==> src/rtl/alu_residue_checker_pkg.sv <==
// rtl/alu_residue_checker_pkg.sv - shared constants, state encoding and mod-31 normalization
package alu_residue_checker_pkg;

  localparam int SIZE_DATA  = 32;
  localparam int SIZE_MOD   = 5;
  localparam int NUM_CHUNKS = 7;

  typedef enum logic [1:0] {
    ST_IDLE = 2'd0,
    ST_FOLD = 2'd1,
    ST_CMP  = 2'd2,
    ST_OUT  = 2'd3
  } state_e;

  // 31 and 0 are both encodings of zero in a mod-31 residue
  function automatic logic [SIZE_MOD-1:0] norm_mod31(input logic [SIZE_MOD-1:0] v);
    return (v == 5'd31) ? '0 : v;
  endfunction

endpackage

==> src/rtl/alu_residue_checker_mod31_fold_add.sv <==
// rtl/alu_residue_checker_mod31_fold_add.sv - combinational 5+5->5 end-around-carry adder (mod 31)
module mod31_fold_add
  import alu_residue_checker_pkg::*;
(
  input  logic [SIZE_MOD-1:0] a_i,
  input  logic [SIZE_MOD-1:0] b_i,
  output logic [SIZE_MOD-1:0] sum_o
);

  logic [SIZE_MOD:0] sum;

  // when the carry is set the low bits are at most 30, so adding it back cannot overflow
  assign sum   = {1'b0, a_i} + {1'b0, b_i};
  assign sum_o = sum[SIZE_MOD-1:0] + {{(SIZE_MOD-1){1'b0}}, sum[SIZE_MOD]};

endmodule

==> config.mk <==
export PLATFORM = sky130hd
export DESIGN_NAME = mod31_fold_add
export DESIGN_NICKNAME = d
export VERILOG_FILES = /design/src/rtl/alu_residue_checker_pkg.sv /design/src/rtl/alu_residue_checker_mod31_fold_add.sv
export SDC_FILE = /design/constraint.sdc
export NUM_CORES = 1
export LEC_CHECK = 0
export BUFFER_PORTS_ARGS = -buffer_cell sky130_fd_sc_hd__buf_2
export CAP_MARGIN = 20
export CORE_AREA = 2 2 39 41
export DETAILED_ROUTE_END_ITERATION = 7
export DIE_AREA = 0 0 41 43
export SYNTH_ARGS = -nofsm -noshare
export SYNTH_HDL_FRONTEND = slang
export SYNTH_SLANG_ARGS = --single-unit
==> constraint.sdc <==
create_clock -name vclk -period 2.1
set_input_delay 0.105 -clock vclk [all_inputs]
set_output_delay 0.105 -clock vclk [all_outputs]
set_load 0.005 [all_outputs]
Word level (Yosys, flattened, before mapping):

Cells that the tools add are included.

* bits in registers: 0
* memories: 0
* output and inout port bits: 5
* word-level logic and storage cells: 2
* bits in latches: 0
* memory bits (read-only): 0
* bits in writable memories: 0
* input port bits: 10

* multiply operators: 0
* bitwise gates (word level): 0
* $add $sub $neg: 2
* multiplexer cells: 0
* reduce and logical (&&, ||, !) cells: 0
* order comparisons: 0
* eq/ne operators: 0
* shift-type cells: 0
* divide/modulo/power cells: 0

Operator list (count)
* adder 5 x 5 -> 6 bit: 1
* adder 5 x 1 -> 5 bit: 1

Longest topological paths before layout:

* depth in word-level cells: 2
* gate-level depth with buffers: 10
* mapped depth without buffers: 10

Worst setup path before layout:

No wires, ideal clock.

* path type: input port to output port
* start: in a_i[2]
* end: out sum_o[4]
* data required time: 1.995 ns
* arrival time: 1.642 ns
* cell stages on the path: 10
* path slack: 0.353 ns
* path buffers: 0
* cell sequence: ha_1 -> a21oi_1 -> a21oi_1 -> o21ai_0 -> nand2b_1 -> ha_1 -> ha_1 -> nand2_1 -> nor3_2 -> xnor2_1

* longest elaborated chain between the ends: 2

Ends and longest elaborated chain
* from (decl): RTL line alu_residue_checker_mod31_fold_add.sv:5 `input logic [SIZE_MOD-1:0] a_i,`
* adder 5 x 5 -> 6 bit: RTL line alu_residue_checker_mod31_fold_add.sv:13 `assign sum = {1'b0, a_i} + {1'b0, b_i};`
* adder 5 x 1 -> 5 bit: RTL line alu_residue_checker_mod31_fold_add.sv:14 `assign sum_o = sum[SIZE_MOD-1:0] + {{(SIZE_MOD-1){1'b0}}, sum[SIZE_MOD]};`
* to (decl): RTL line alu_residue_checker_mod31_fold_add.sv:7 `output logic [SIZE_MOD-1:0] sum_o`

Every way passes these cells.

Worst setup path after layout:

Same ends and word-level chain as after synthesis.

==> report_table.html <==
<table>
<tr><th>Metric</th><th>Value</th></tr>
<tr><th colspan="2">Power and ir drop</th></tr>
<tr><td>Net switching component of the power</td><td>a little over 0.05 mW</td></tr>
<tr><td>Reg power frac</td><td>0%</td></tr>
<tr><td>IR Drop Worst-Case VDD</td><td>0.08060 mV</td></tr>
<tr><td>Total Power Consumption</td><td>between 0.1 and 0.15 mW</td></tr>
<tr><td>Cell-internal power</td><td>0.06175 mW</td></tr>
<tr><td>Comb power frac</td><td>100.0%</td></tr>
<tr><td>Leak pwr</td><td>0.1885 nW</td></tr>
<tr><td>Pwr/cell area</td><td>304.2 nW/um^2</td></tr>
<tr><td>Power share of the clock group</td><td>0%</td></tr>
<tr><td>Switching power share of the total</td><td>45.19%</td></tr>
<tr><th colspan="2">Yosys</th></tr>
<tr><td>Synth top area cells</td><td>sky130_fd_sc_hd__ha_1 (37%), sky130_fd_sc_hd__fa_1 (8.5%), sky130_fd_sc_hd__xnor2_1 (7.4%)</td></tr>
<tr><td>Post-Synth Adder-Cell Area</td><td>a little under half</td></tr>
<tr><td>Proportion of synthesized area in mux cells</td><td>0%</td></tr>
<tr><td>Synthesized-area fraction occupied by ao, oa, aoi and oai cells</td><td>a little under an eighth</td></tr>
<tr><td>Largest family of logic cells by synthesized area</td><td>adder cells</td></tr>
<tr><td>Total number of yosys warnings</td><td>0</td></tr>
<tr><td>Mean cell area of the mapped netlist</td><td>9.047 sq um</td></tr>
<tr><td>Net count after synthesis</td><td>44</td></tr>
<tr><td>Area of the mapped netlist</td><td>235.2 sq um</td></tr>
<tr><td>Synthesized-area fraction occupied by xor and xnor cells</td><td>21.81%</td></tr>
<tr><td>Post-synth top area cell</td><td>sky130_fd_sc_hd__ha_1</td></tr>
<tr><td>Share of the yosys chip area belonging to registers</td><td>0%</td></tr>
<tr><td>Number of library cell types mapped by synthesis</td><td>15</td></tr>
<tr><td>Portion of synthesized cell area occupied by the leading cell type</td><td>around 37%</td></tr>
<tr><td>Fraction of the mapped netlist area in simple logic gates</td><td>19.15%</td></tr>
<tr><td>Syn Inst Count</td><td>26</td></tr>
<tr><th colspan="2">Detailed routing</th></tr>
<tr><td>DR DRC count</td><td>0</td></tr>
<tr><td>Vias after detailed routing</td><td>roughly 240</td></tr>
<tr><td>Routed length per instance</td><td>7.678 microns</td></tr>
<tr><td>Length of the first detailed-routing pass in iterations</td><td>2</td></tr>
<tr><td>Count of antenna-violating nets left after detailed routing</td><td>0</td></tr>
<tr><td>Average via count per standard cell</td><td>4.034</td></tr>
<tr><td>Final WL</td><td>453 microns</td></tr>
<tr><td>DR iter-0 viols</td><td>2</td></tr>
<tr><th colspan="2">STA</th></tr>
<tr><td>Relative slew slack</td><td>88.39%</td></tr>
<tr><td>Final period util</td><td>about nine tenths</td></tr>
<tr><td>Pins Over Slew Limit</td><td>0</td></tr>
<tr><td>Maximum achievable frequency</td><td>about 530 MHz</td></tr>
<tr><td>Setup-violating endpoint count in the final report</td><td>0</td></tr>
<tr><td>RSZ-0062 raised after global routing</td><td>false</td></tr>
<tr><td>Transition at the pin with the smallest max-transition slack</td><td>0.1723 ns</td></tr>
<tr><td>Hold violation count in the final report</td><td>0</td></tr>
<tr><td>Hold_ws</td><td>0.5991 ns</td></tr>
<tr><td>Crit path time final</td><td>1.896 ns</td></tr>
<tr><td>Total negative setup slack</td><td>0 ns</td></tr>
<tr><th colspan="2">Final layout</th></tr>
<tr><td>Number of diodes</td><td>0</td></tr>
<tr><td>Number of flip-flops and latches</td><td>0</td></tr>
<tr><td>Layout Area Growth over Synthesis</td><td>57.45%</td></tr>
<tr><td>Utilization of the core after routing</td><td>a little over a quarter</td></tr>
<tr><td>Most frequent cells in the layout</td><td>sky130_fd_sc_hd__buf_2 (15), sky130_fd_sc_hd__ha_1 (6)</td></tr>
<tr><td>Final instance area</td><td>370.4 sq um</td></tr>
<tr><td>Proportion of layout cells with a drive suffix above 1</td><td>55.81%</td></tr>
<tr><td>Area of the multi-input gates</td><td>around 260 sq um</td></tr>
<tr><td>Most frequent standard cell in the layout excluding fill and tap cells</td><td>sky130_fd_sc_hd__buf_2</td></tr>
<tr><td>Total number of nets in the final design</td><td>63</td></tr>
<tr><td>Area taken by flip-flops and latches</td><td>0 sq um</td></tr>
<tr><td>FILL cells</td><td>~150</td></tr>
<tr><td>Clock Buffer Count</td><td>0</td></tr>
<tr><th colspan="2">GRT</th></tr>
<tr><td>Total overflow reported by the global router</td><td>0</td></tr>
<tr><td>Largest net degree at the start of global routing</td><td>5</td></tr>
<tr><td>Total Routing Usage GR</td><td>approximately 5.9%</td></tr>
<tr><td>Wire length of the first global-routing pass</td><td>between 700 and 800 microns</td></tr>
<tr><td>Number of antenna violations at the first check in global routing</td><td>0</td></tr>
<tr><td>Number of global-route vias before repair</td><td>218</td></tr>
<tr><th colspan="2">Setup path</th></tr>
<tr><td>Cell at the slowest stage of the critical path</td><td>sky130_fd_sc_hd__ha_4</td></tr>
<tr><td>Launch point of the worst path</td><td>a_i[2]</td></tr>
<tr><td>Worst setup path class</td><td>input port to primary output</td></tr>
<tr><td>Cells traversed along the worst timing path</td><td>buf_2 &gt; ha_4 &gt; a21oi_2 &gt; a21oi_2 &gt; o21ai_0 &gt; nand2b_1 &gt; ha_1 &gt; ha_1 &gt; nand2_1 &gt; nor3_2 &gt; xnor2_1 &gt; buf_2</td></tr>
<tr><td>Required time of the critical path</td><td>2.00 ns</td></tr>
<tr><td>Largest stage delay on the critical path</td><td>0.26 ns</td></tr>
<tr><td>Top delay family on crit path</td><td>adder cells</td></tr>
<tr><td>Startpoint class of the critical path</td><td>input port</td></tr>
<tr><td>Worst endpoint data arrival time</td><td>approximately 1.8 ns</td></tr>
<tr><td>Largest fanout on the critical path</td><td>4</td></tr>
<tr><td>Bufs and invs on worst path</td><td>2</td></tr>
<tr><td>Endpoint of the most critical setup path</td><td>sum_o[4]</td></tr>
<tr><td>Stages on worst setup path</td><td>12</td></tr>
<tr><td>Sort of element at the end of the critical path</td><td>primary output</td></tr>
<tr><th colspan="2">Job</th></tr>
<tr><td>Number of maximum-capacitance violations</td><td>0</td></tr>
<tr><th colspan="2">Placed design</th></tr>
<tr><td>Post-detail-place hpwl</td><td>411.9 microns</td></tr>
<tr><td>Gpl congestion</td><td>0.6343</td></tr>
<tr><td>Count of buffers from port buffering</td><td>15</td></tr>
<tr><td>Cell area after placement</td><td>337.8 sq um</td></tr>
<tr><th colspan="2">Floorplanning</th></tr>
<tr><td>Die boundary width</td><td>41 microns</td></tr>
<tr><td>Initial core utilization</td><td>17.00%</td></tr>
<tr><td>Number of standard-cell rows in the floorplan</td><td>14</td></tr>
<tr><td>Chip Height</td><td>roughly 43 microns</td></tr>
<tr><td>Area of the core region</td><td>1384 sq um</td></tr>
<tr><td>I/O pins</td><td>15</td></tr>
<tr><td>Area of the die</td><td>1763 sq um</td></tr>
<tr><th colspan="2">Min path</th></tr>
<tr><td>Kind of path behind the tightest hold check</td><td>input port to primary output</td></tr>
<tr><th colspan="2">Run status</th></tr>
<tr><td>Outcome</td><td>finished clean</td></tr>
<tr><th colspan="2">Clock network</th></tr>
<tr><td>Cts hold-fix bufs</td><td>0</td></tr>
</table>
[cells by family (layout without fill, tap and decap cells)]
logic type      count (synthesis)  in the layout
fa+ha+maj                       8              8
simple gates                    7              7
compound gates                  5              5
xor+xnor                        5              5
buf+inv                         1             18
[synth_stat cells]
| master | number |
|---|---|
| sky130_fd_sc_hd__xnor2_1 | 2 |
| sky130_fd_sc_hd__nor2_1 | 1 |
| sky130_fd_sc_hd__nand2_1 | 1 |
| sky130_fd_sc_hd__a21o_1 | 1 |
| sky130_fd_sc_hd__o21ai_0 | 1 |
| sky130_fd_sc_hd__fa_1 | 1 |
| sky130_fd_sc_hd__xor2_1 | 2 |
| sky130_fd_sc_hd__and3_4 | 1 |
| sky130_fd_sc_hd__xor2_2 | 1 |
| sky130_fd_sc_hd__nand3_1 | 2 |
| sky130_fd_sc_hd__nor3_2 | 1 |
| sky130_fd_sc_hd__nand2b_1 | 1 |
| sky130_fd_sc_hd__ha_1 | 7 |
| sky130_fd_sc_hd__inv_1 | 1 |
| sky130_fd_sc_hd__a21oi_1 | 3 |
[how the worst min path moves through the flow]
stage	start	end	cells after the start
after global placement	b_i[0]	sum_o[0]	4
final	b_i[0]	sum_o[0]	4
after global routing	b_i[0]	sum_o[0]	4
after detailed placement	b_i[0]	sum_o[0]	4
after floorplan	b_i[0]	sum_o[0]	2
after CTS	b_i[0]	sum_o[0]	4
[power by group through the flow]
stage / registers, mW / logic (mW) / clock network [mW]
CTS: 0 / 0.106 / 0
global placement: 0 / 0.103 / 0
finish: 0 / 0.113 / 0
global route: 0 / 0.133 / 0
detailed placement: 0 / 0.104 / 0
floorplan: 0 / 0.0641 / 0
[worst min-delay path, delay by kind of cell]
family	cells	cell delay [ns]
adders and majority gates	2	0.22
buffers and inverters	2	0.18
[metal layers]
metal	vias up	share of wire (%)	global-route usage, %
met1	104	41	7.325
li1	127	-	-
met5	-	0	0
met3	0	6.6	0
met2	7	52	11.25
met4	0	0	0
[per-stage QoR]
step	worst slack, ns	cells
final	0.2037	59
after global routing	0.02638	59
after CTS	0.02750	58
after detailed placement	0.0007292	58
after global placement	0.05818	58
after floorplan	0.3526	26
[cell type report]
type               count  share of cell area (%)
well taps             16                   5.405
multi-input cells     25                   69.26
repair buffers        17                   24.32
inverters              1                   1.014
[what timing repair did]
action,4_1_cts,5_1_grt
setup endpoints to repair,1,1
buffers inserted,0,1
gates resized for setup,1,4
pin swaps,0,1
Power figures use the tool's default switching activity.
